$ cat src/rtl/quantum_pkg.sv
// quantum_pkg: shared constants and FSM state type for the measurement
// reconstruction slice.
//   AMP_W       amplitude width (signed Q1.15)
//   CNT_W       outcome histogram count width
//   TOT_W       width of the sum of all four counts
//   PROB_W      probability scale exponent (2^30 == 1.0)
//   NUM_BASIS   number of basis states (|00>,|01>,|10>,|11>)
//   DIV_CYCLES  restoring-divider iterations per basis state
//   SQRT_CYCLES square-root iterations per basis state
package quantum_pkg;

  localparam int unsigned AMP_W       = 16;
  localparam int unsigned CNT_W       = 11;
  localparam int unsigned TOT_W       = 13;
  localparam int unsigned PROB_W      = 30;
  localparam int unsigned NUM_BASIS   = 4;
  localparam int unsigned DIV_CYCLES  = 31;
  localparam int unsigned SQRT_CYCLES = 16;

  localparam logic [AMP_W-1:0] AMP_MAX = 16'h7FFF;

  typedef enum logic [2:0] {
    IDLE,
    SUM,
    DIV,
    SQRT,
    STORE,
    FIN
  } recon_state_t;

  // Saturate a 17-bit root (possibly rounded up) to the largest Q1.15 value.
  function automatic logic [AMP_W-1:0] clamp_amp(input logic [AMP_W:0] v);
    if (v > {1'b0, AMP_MAX}) return AMP_MAX;
    else                     return v[AMP_W-1:0];
  endfunction

endpackage

$ cat src/rtl/recon_divsqrt.sv
// recon_divsqrt: sequential datapath for one basis state.
//   Divider : q = (count << 30) / total, 31 iterations while div_en=1.
//   Sqrt    : digit-by-digit root of q, 16 iterations while sqrt_en=1.
//   Both share one iteration counter; the first iteration of each phase
//   seeds itself from its inputs, so no separate load cycle is needed.
// Ports:
//   clk, reset      clock, asynchronous active-high reset
//   div_en, sqrt_en phase enables from the top FSM (mutually exclusive)
//   count, total    latched count of the current basis state and the sum
//   last            high during the final iteration of the active phase
//   amp_val         clamped (and optionally rounded) root, valid after sqrt
// Configuration: define RECON_ROUND_EN to round the root to nearest.
module recon_divsqrt
  import quantum_pkg::*;
(
  input  logic             clk,
  input  logic             reset,
  input  logic             div_en,
  input  logic             sqrt_en,
  input  logic [CNT_W-1:0] count,
  input  logic [TOT_W-1:0] total,
  output logic             last,
  output logic [AMP_W-1:0] amp_val
);

  logic [4:0]          iter;
  logic [TOT_W-1:0]    div_rem;
  logic [PROB_W:0]     quo;
  logic [2*AMP_W-1:0]  rad;
  logic [AMP_W:0]      srem;
  logic [AMP_W-1:0]    root;

  // Divider step. Dividend is count<<30; the leading ten iterations of a
  // full-width divide would only shift count>>1 in (it is always < total),
  // so the first real iteration starts from count>>1 and feeds count[0].
  logic [TOT_W-1:0] d_base;
  logic             d_bit;
  logic [TOT_W:0]   d_trial;
  logic             d_ge;
  logic [TOT_W-1:0] d_next;

  always_comb begin
    d_base  = (iter == '0) ? TOT_W'(count >> 1) : div_rem;
    d_bit   = (iter == '0) ? count[0] : 1'b0;
    d_trial = {d_base, d_bit};
    d_ge    = (d_trial >= {1'b0, total});
    d_next  = d_ge ? TOT_W'(d_trial - {1'b0, total}) : d_trial[TOT_W-1:0];
  end

  // Square-root step: two radicand bits per iteration, MSB pair first.
  logic [2*AMP_W-1:0] s_src;
  logic [AMP_W:0]     s_rem_base;
  logic [AMP_W-1:0]   s_root_base;
  logic [AMP_W+2:0]   s_shift;
  logic [AMP_W+2:0]   s_trial;
  logic               s_ge;

  always_comb begin
    s_src       = (iter == '0) ? {1'b0, quo} : rad;
    s_rem_base  = (iter == '0) ? '0 : srem;
    s_root_base = (iter == '0) ? '0 : root;
    s_shift     = {s_rem_base, s_src[2*AMP_W-1 -: 2]};
    s_trial     = {1'b0, s_root_base, 2'b01};
    s_ge        = (s_shift >= s_trial);
  end

  always_comb begin
    last = 1'b0;
    if (div_en  && (iter == 5'(DIV_CYCLES - 1)))  last = 1'b1;
    if (sqrt_en && (iter == 5'(SQRT_CYCLES - 1))) last = 1'b1;
  end

  always_ff @(posedge clk or posedge reset) begin
    if (reset) begin
      iter    <= '0;
      div_rem <= '0;
      quo     <= '0;
      rad     <= '0;
      srem    <= '0;
      root    <= '0;
    end else begin
      if (div_en || sqrt_en) iter <= last ? '0 : iter + 5'd1;
      else                   iter <= '0;

      if (div_en) begin
        div_rem <= d_next;
        quo     <= {quo[PROB_W-1:0], d_ge};
      end

      if (sqrt_en) begin
        rad  <= s_src << 2;
        srem <= s_ge ? (AMP_W+1)'(s_shift - s_trial) : s_shift[AMP_W:0];
        root <= {s_root_base[AMP_W-2:0], s_ge};
      end
    end
  end

`ifdef RECON_ROUND_EN
  // Remainder above root means q >= (root+0.5)^2, so the nearest integer
  // root is one higher.
  assign amp_val = clamp_amp({1'b0, root} + ((srem > {1'b0, root}) ? 17'd1 : 17'd0));
`else
  assign amp_val = clamp_amp({1'b0, root});
`endif

endmodule

$ cat src/rtl/state_reconstruct.sv
// state_reconstruct: estimates real amplitudes of a two-qubit state from
// measurement histograms: amp_k = sqrt(count_k * 2^30 / total), clamped to
// 32767. Latency is 194 cycles from the start edge to done (2 if total=0).
// Ports:
//   clk, reset               clock, asynchronous active-high reset
//   start                    request; sampled only while idle
//   count0..count3           outcome counts for |00>,|01>,|10>,|11>
//   amp00_real..amp11_real   Q1.15 amplitudes, updated together at done
//   amp00_imag..amp11_imag   always zero
//   busy                     reconstruction in progress
//   done                     one-cycle completion pulse
//   err                      sticky until next start: counts summed to zero
// Configuration: define RECON_ROUND_EN to round roots to nearest instead of
// truncating (handled in recon_divsqrt; latency unchanged).
module state_reconstruct
  import quantum_pkg::*;
(
  input  logic             clk,
  input  logic             reset,
  input  logic             start,
  input  logic [CNT_W-1:0] count0,
  input  logic [CNT_W-1:0] count1,
  input  logic [CNT_W-1:0] count2,
  input  logic [CNT_W-1:0] count3,
  output logic [AMP_W-1:0] amp00_real,
  output logic [AMP_W-1:0] amp01_real,
  output logic [AMP_W-1:0] amp10_real,
  output logic [AMP_W-1:0] amp11_real,
  output logic [AMP_W-1:0] amp00_imag,
  output logic [AMP_W-1:0] amp01_imag,
  output logic [AMP_W-1:0] amp10_imag,
  output logic [AMP_W-1:0] amp11_imag,
  output logic             busy,
  output logic             done,
  output logic             err
);

  recon_state_t     state;
  logic [CNT_W-1:0] cnt_lat [NUM_BASIS];
  logic [AMP_W-1:0] shadow  [NUM_BASIS];
  logic [AMP_W-1:0] amp_q   [NUM_BASIS];
  logic [TOT_W-1:0] total;
  logic [TOT_W-1:0] sum_c;
  logic [1:0]       k;
  logic             div_en;
  logic             sqrt_en;
  logic             last;
  logic [AMP_W-1:0] amp_val;

  assign div_en  = (state == DIV);
  assign sqrt_en = (state == SQRT);
  assign sum_c   = TOT_W'(cnt_lat[0]) + TOT_W'(cnt_lat[1])
                 + TOT_W'(cnt_lat[2]) + TOT_W'(cnt_lat[3]);

  recon_divsqrt u_divsqrt (
    .clk     (clk),
    .reset   (reset),
    .div_en  (div_en),
    .sqrt_en (sqrt_en),
    .count   (cnt_lat[k]),
    .total   (total),
    .last    (last),
    .amp_val (amp_val)
  );

  always_ff @(posedge clk or posedge reset) begin
    if (reset) begin
      state <= IDLE;
      total <= '0;
      k     <= '0;
      busy  <= 1'b0;
      done  <= 1'b0;
      err   <= 1'b0;
      for (int unsigned i = 0; i < NUM_BASIS; i++) begin
        cnt_lat[i] <= '0;
        shadow[i]  <= '0;
        amp_q[i]   <= '0;
      end
    end else begin
      done <= 1'b0;
      unique case (state)
        IDLE: begin
          if (start) begin
            cnt_lat[0] <= count0;
            cnt_lat[1] <= count1;
            cnt_lat[2] <= count2;
            cnt_lat[3] <= count3;
            // Shadows are cleared here so a zero-total run publishes zeros.
            for (int unsigned i = 0; i < NUM_BASIS; i++) shadow[i] <= '0;
            err   <= 1'b0;
            busy  <= 1'b1;
            state <= SUM;
          end
        end
        SUM: begin
          total <= sum_c;
          k     <= '0;
          if (sum_c == '0) begin
            err   <= 1'b1;
            state <= FIN;
          end else begin
            state <= DIV;
          end
        end
        DIV: begin
          if (last) state <= SQRT;
        end
        SQRT: begin
          if (last) state <= STORE;
        end
        STORE: begin
          shadow[k] <= amp_val;
          if (k == 2'(NUM_BASIS - 1)) begin
            state <= FIN;
          end else begin
            k     <= k + 2'd1;
            state <= DIV;
          end
        end
        FIN: begin
          for (int unsigned i = 0; i < NUM_BASIS; i++) amp_q[i] <= shadow[i];
          done  <= 1'b1;
          busy  <= 1'b0;
          state <= IDLE;
        end
        default: state <= IDLE;
      endcase
    end
  end

  assign amp00_real = amp_q[0];
  assign amp01_real = amp_q[1];
  assign amp10_real = amp_q[2];
  assign amp11_real = amp_q[3];
  assign amp00_imag = '0;
  assign amp01_imag = '0;
  assign amp10_imag = '0;
  assign amp11_imag = '0;

endmodule

$ cat config.mk
export PLATFORM = sky130hd
export DESIGN_NAME = state_reconstruct
export DESIGN_NICKNAME = d
export VERILOG_FILES = /design/src/rtl/quantum_pkg.sv /design/src/rtl/recon_divsqrt.sv /design/src/rtl/state_reconstruct.sv
export SDC_FILE = /design/constraint.sdc
export NUM_CORES = 1
export LEC_CHECK = 0
export BUFFER_PORTS_ARGS = -buffer_cell sky130_fd_sc_hd__buf_4
export CAP_MARGIN = 10
export CORE_UTILIZATION = 43
export CTS_CLUSTER_SIZE = 10
export DETAILED_ROUTE_END_ITERATION = 6
export PLACE_DENSITY = 0.71
export RECOVER_POWER = 50
export SETUP_SLACK_MARGIN = 0.5
export SLEW_MARGIN = 20
export SYNTH_ARGS = -nofsm -noshare
export SYNTH_HDL_FRONTEND = slang
export SYNTH_SLANG_ARGS = --single-unit
$ cat constraint.sdc
create_clock -name clk -period 15.7 [get_ports clk]
set_input_delay 2.355 -clock clk [delete_from_list [all_inputs] [get_ports clk]]
set_output_delay 2.355 -clock clk [all_outputs]
set_load 0.01 [all_outputs]
Word level (Yosys, flattened, before mapping)
Index checks and enable logic that the tools add are counted.
{"block": "op_classes", "eq_ne": 13, "n_lt_le_gt_ge": 5, "add_sub_neg": 7, "reduce_logical": 17, "n_bitwise": 1, "mux": 34}
{"cell": "one-hot mux 64 bit (2 select lines)", "count": 1}
{"cell": "bitwise mux 64 bit", "count": 1}
{"cell": "2-to-1 mux 64 bit", "count": 1}
{"cell": "2-to-1 mux 16 bit", "count": 3}
{"cell": "2-to-1 mux 17 bit", "count": 2}
{"cell": "demux 16 bit (select 2 bit)", "count": 1}
{"cell": "2-to-1 mux 32 bit", "count": 1}
{"cell": "2-to-1 mux 13 bit", "count": 2}
{"cell": "binary-select mux 11 bit (select 2 bit)", "count": 1}
{"cell": "2-to-1 mux 11 bit", "count": 2}
{"cell": "greater-or-equal comparator 19 x 18 -> 1 bit", "count": 1}
{"cell": "subtractor 17 bit", "count": 1}
{"cell": "greater-than comparator 16 x 15 -> 1 bit, second input constant", "count": 1}
{"cell": "2-to-1 mux 3 bit", "count": 5}
{"cell": "one-hot mux 3 bit (5 select lines)", "count": 1}
{"cell": "greater-or-equal comparator 14 x 13 -> 1 bit", "count": 1}
{"cell": "adder 12 x 11 -> 13 bit", "count": 1}
{"cell": "adder 13 x 11 -> 13 bit", "count": 1}
{"cell": "zero test 13 bit", "count": 1}
{"cell": "subtractor 13 bit", "count": 1}
{"cell": "adder 11 x 11 -> 12 bit", "count": 1}
{"cell": "2-to-1 mux 5 bit", "count": 2}
{"cell": "!= test 2 bit, second input constant", "count": 5}
{"cell": "AND reduction 2 bit", "count": 4}
{"cell": "other kinds (21)", "count": 36}
{"block": "totals", "regBits": 305, "out_inout_bits": 131, "word_cells": 101, "in_bits": 47}

Longest topological paths before layout
{"block": "depth", "ltp_word": 7, "ltp_mapped": 18, "depth_no_buf": 14}

Hierarchy
From an unflattened synthesis, not the netlist that was laid out.
{"block": "hier_totals", "cells_unflattened": 1691, "hier_area_um2": 15926.5}
{"mod": "state_reconstruct", "cells_each": 938, "instances": 1, "area_each_um2": 9313.9}
{"mod": "recon_divsqrt", "cells_each": 753, "instances": 1, "area_each_um2": 6612.6}

Worst setup path after synthesis
OpenSTA, ideal clock, no wires.
{"block": "synth_timing", "path_kind": "reg-to-reg", "start": "register u_divsqrt.iter[0]", "end": "register u_divsqrt.srem[4]", "arrival_ps": 3596, "t_required_ps": 15574, "stages_incl_launch_ff": 18, "path_buffers": 5, "slack_ps": 11978, "synth_period_minus_slack_ps": 3722, "cell_sequence": "dfrtp_1 -> inv_1 -> ha_1 -> or4b_1 -> clkbuf_1 -> clkbuf_1 -> clkbuf_1 -> nand2_1 -> ha_1 -> buf_2 -> a21o_1 -> a21o_1 -> a21o_1 -> a221oi_2 -> o211a_1 -> buf_2 -> a21oi_1 -> a221o_1"}
{"block": "synth_via", "elab_chain_cells": 4, "word_cells_on_any_way": 7, "classes_between": "add/sub: 1; order compare: 1; mux: 4; reduce/logical: 1"}
{"item": "from (decl)", "line": "recon_divsqrt.sv:26", "rtl": "logic [4:0] iter;"}
{"item": "from (signal assigned)", "line": "recon_divsqrt.sv:82", "rtl": "if (div_en || sqrt_en) iter <= last ? '0 : iter + 5'd1;"}
{"item": "zero test 5 bit *", "line": "recon_divsqrt.sv:59, recon_divsqrt.sv:60, recon_divsqrt.sv:61"}
{"item": "2-to-1 mux 32 bit (tied with other cells)", "line": "recon_divsqrt.sv:59", "rtl": "s_src = (iter == '0) ? {1'b0, quo} : rad;"}
{"item": "subtractor 17 bit or greater-or-equal comparator 19 x 18 -> 1 bit (tied branches)", "line": "recon_divsqrt.sv:92, recon_divsqrt.sv:64"}
{"item": "2-to-1 mux 17 bit *", "line": "recon_divsqrt.sv:92", "rtl": "srem <= s_ge ? (AMP_W+1)'(s_shift - s_trial) : s_shift[AMP_W:0];"}
{"item": "to (signal assigned)", "line": "recon_divsqrt.sv:92"}
{"item": "to (decl)", "line": "recon_divsqrt.sv:30", "rtl": "logic [AMP_W:0] srem;"}
Mark *: on every way between the ends. The rest lies on a longest branch, timed or not.
A chain may end at the register's enable or synchronous reset.

==> summary.md <==
| Metric | Value |
|---|---|
| Fin util | `0.493` |
| Routed wl met3 | `1.42 mm` |
| Clock-pin slew on the worst setup and hold paths | `60 ps` |
| Area Overhead vs Synth | `12.7%` |
| Ys async rst share | `1.00` |
| Most frequent cells in the layout | `524 x nand2_1, 305 x dfrtp_1, 123 x o21ai_0, 118 x buf_4, 88 x nor2_1` |
| First-pass GRT wire length | `57.5 mm` |
| Pin slew with the least headroom to its limit | `6440 ps` |
| Vias in the first global route | `11.4k` |
| DRT iter0 DRCs | `855` |
| Die area | `37000 um2` |
| Avg Cell Area, Syn | `9.13 um2` |
| Detail Route Antenna Nets | `0` |
| Largest net degree at the start of global routing | `150` |
| Arrival @ worst endpoint | `7860 ps` |
| Drt first pass iters | `5` |
| Worst setup SP type | `primary input` |
| DR top layer | `met4` |
| Max-cap violations | `5` |
| Post-synth cell types | `69` |
| Final period utilization | `0.469` |
| Worst setup EP type | `asynchronous set/reset pin` |
| Final number of max-transition violations | `406` |
| WL/cell | `15.1 um` |
| Unrepaired setup endpoints after global routing | `false` |
| Port bufs | `113` |
| Post-route met1 wirelength | `15.8 mm` |
| HP Class | `flop to flop` |
| Setup violators final | `0` |
| Synth Flop Type | `dfrtp_1` |
| Crit path max fanout | `149` |
| Buf/Inv on CP | `4` |
| Post-CTS Hold Fix Bufs | `0` |
| IO Count | `178` |
| Crit path cell chain | `clkbuf_4 > clkinvlp_2 > buf_6 > buf_4` |
| CTS buffer count | `37` |
| Total Routing Usage GR | `0.191` |
| Routed vias | `11.7k` |
| WL met2 | `16.0 mm` |
| Skew-Pair Late Insertion Delay | `520 ps` |
| Post-CTS Resized | `0` |
| Final min period | `7360 ps` |
| Diodes inserted | `0` |
| GPL Wtd Cong | `0.851` |
| Status | `complete, but fails checks` |
| Die height | `192 um` |
| Critical path's slowest cell | `clkinvlp_2` |
| Initial antenna violation count | `0` |
| Post-route clock skew | `18.5 ps` |
| Commonest non-fill, non-tap cell in the layout | `nand2_1` |
| Post-synth EDFFs | `0` |
| DR DRC count | `0` |
| Routed WL | `34.0 mm` |
| CTS H-tree lvls | `2` |
| Worst path max stage delay | `3570 ps` |
| Sequential area share after synthesis | `0.490` |
| Synth Instances | `1704` |
| Overflow after GRT | `0` |
| Cell family with most CP delay | `buffers and inverters` |
| Mapped cell area | `15600 um2` |
| FMAX | `0.136 GHz` |
| Flops & latches, synth | `305` |
| PwrDens | `89.4 nW/um2` |
| Max_slew headroom | `-3.31` |
| Initial Util | `0.438` |
| TritonCTS Sinks | `305` |
| Setup TNS | `0 ps` |
| Clk root buf | `clkbuf_16` |
| VDD IR max | `72.6 uV` |
| Hold Fails Final Rpt | `0` |
| Post-DP HPWL | `23.0 mm` |
| Core Region | `35600 um2` |
| P_leak | `8.89 nW` |
| Core Rows | `69` |
| Layout cells sized above 1 | `0.122` |
| Max clock buf depth | `3` |
| CP Class | `primary input to asynchronous set/reset pin` |
| Failing checks | `max-capacitance violations, max-slew violations` |
| CTS tree | `built` |
| Die Wd | `192 um` |
| Setup Fix Bufs, Post-CTS | `0` |
| DR vias/cell | `5.18` |
| Nets | `1905` |
| Synth Warn # | `0` |
| Critical Path RT | `16200 ps` |
-- worst paths after layout --
| kind | from | endpoint | slack (ps) | cells after the start |
|---|---|---|---|---|
| max | reset | u_divsqrt.root[7] | 8340 | 4 |
| min | shadow[62] | amp00_real[14] | 460 | 2 |
| max reg2reg | u_divsqrt.iter[0] | u_divsqrt.srem[4] | 9030 | 13 |
| min reg2reg | shadow[62] | amp00_real[14] | 460 | 2 |
| max in group clk | u_divsqrt.iter[0] | u_divsqrt.srem[4] | 9030 | 13 |
| min in group asynchronous | reset | cnt_lat[26] | 3890 | 2 |
-- stage by stage --
step | setup WS, ps | hold WS (ps) | cells | total power [W] | cell area (um2)
floorplan | 4910 | 430 | 1767 | 0.000831 | 15800
global placement | 10470 | 446 | 2206 | 0.000832 | 16500
detailed placement | 10420 | 451 | 2206 | 0.000832 | 16500
CTS | 10960 | 464 | 2255 | 0.00159 | 17600
global route | 7110 | 482 | 2255 | 0.00162 | 17500
finish | 8340 | 463 | 2255 | 0.00157 | 17500
-- power breakdown --
group / switching [W] / internal (W)
Sequential: 0 / 0.000787
Combinational: 0.0000232 / 0.00000765
Clock: 0.000307 / 0.000443
Total: 0.000331 / 0.00124
-- final cells by class --
class	instances	area [um2]
Fill cell	3273	18000
Clock inverter	4	46.3
Inverter	65	245
Tap cell	461	577
Timing Repair Buffer	128	938
Multi-Input combinational cell	1247	7110
Clock buffer	45	996
Sequential cell	305	7630
-- logic make-up (layout without fill, tap and decap cells) --
kind of cell	after synthesis	count (layout)	share of synthesized area
AO/OA/AOI/OAI	310	310	0.121
XOR/XNOR	27	27	0.0152
adder cells (fa/ha/maj)	74	74	0.0706
buffers and inverters	215	242	0.0684
flip-flops	305	305	0.490
multiplexers	45	45	0.0403
other	1	64	0.000241
AND/OR/NAND/NOR	727	727	0.194
-- flip-flops by register name, indices dropped and copies added (netlist names), 16 cells and up --
register,flops
u_divsqrt.quo,31
u_divsqrt.srem,17
amp01_real,16
u_divsqrt.rad,30
amp00_real,16
amp11_real,16
amp10_real,16
shadow,64
u_divsqrt.root,16
cnt_lat,44
-- worst register-to-register path: stages, from the launching register on --
cell and delay (ps):
dfrtp_1 390, inv_1 80, ha_1 210, or4b_2 190, clkbuf_1 2420, nand2_1 510
ha_1 570, o21ai_0 100, mux2i_1 280, o22ai_2 160, o211ai_2 230, nand3_1 650
and4_1 490, a221o_1 260
-- metal layers --
layer,vias to the layer above,global-route usage
li1,5706,-
met1,5637,0.268
met2,289,0.310
met3,51,0.0247
met4,0,0.0551
met5,-,0
-- cell usage after synthesis (3+ instances only) --
| cell | count | share of area |
|---|---|---|
| nor2b_1 | 5 | 0.0020 |
| clkbuf_1 | 73 | 0.018 |
| a21oi_1 | 44 | 0.014 |
| nor4_1 | 3 | 0.0012 |
| o21a_1 | 6 | 0.0029 |
| or3_1 | 5 | 0.0020 |
| nor2_1 | 88 | 0.021 |
| nand3_1 | 20 | 0.0064 |
| mux4_2 | 11 | 0.016 |
| o211ai_1 | 7 | 0.0034 |
| a21o_1 | 19 | 0.0092 |
| buf_4 | 65 | 0.031 |
| ha_1 | 51 | 0.041 |
| and3_1 | 8 | 0.0032 |
| o21ai_0 | 123 | 0.040 |
| buf_2 | 5 | 0.0016 |
| fa_1 | 23 | 0.030 |
| xor2_1 | 10 | 0.0056 |
| o21ai_1 | 18 | 0.0058 |
| and4_1 | 3 | 0.0017 |
| nand4_1 | 11 | 0.0044 |
| buf_1 | 6 | 0.0014 |
| o31ai_1 | 7 | 0.0034 |
| and2_1 | 32 | 0.013 |
| o221ai_1 | 5 | 0.0028 |
| inv_1 | 65 | 0.016 |
| nand2b_1 | 7 | 0.0028 |
| dfrtp_1 | 305 | 0.49 |
| mux2_2 | 31 | 0.022 |
| nor3_1 | 12 | 0.0039 |
| xnor2_1 | 17 | 0.0096 |
| a31oi_1 | 40 | 0.016 |
| nand2_1 | 524 | 0.13 |
| a211oi_1 | 3 | 0.0014 |
| mux2i_1 | 3 | 0.0019 |
| a41oi_1 | 5 | 0.0028 |
Note: power is estimated with default switching activity, not from simulation.
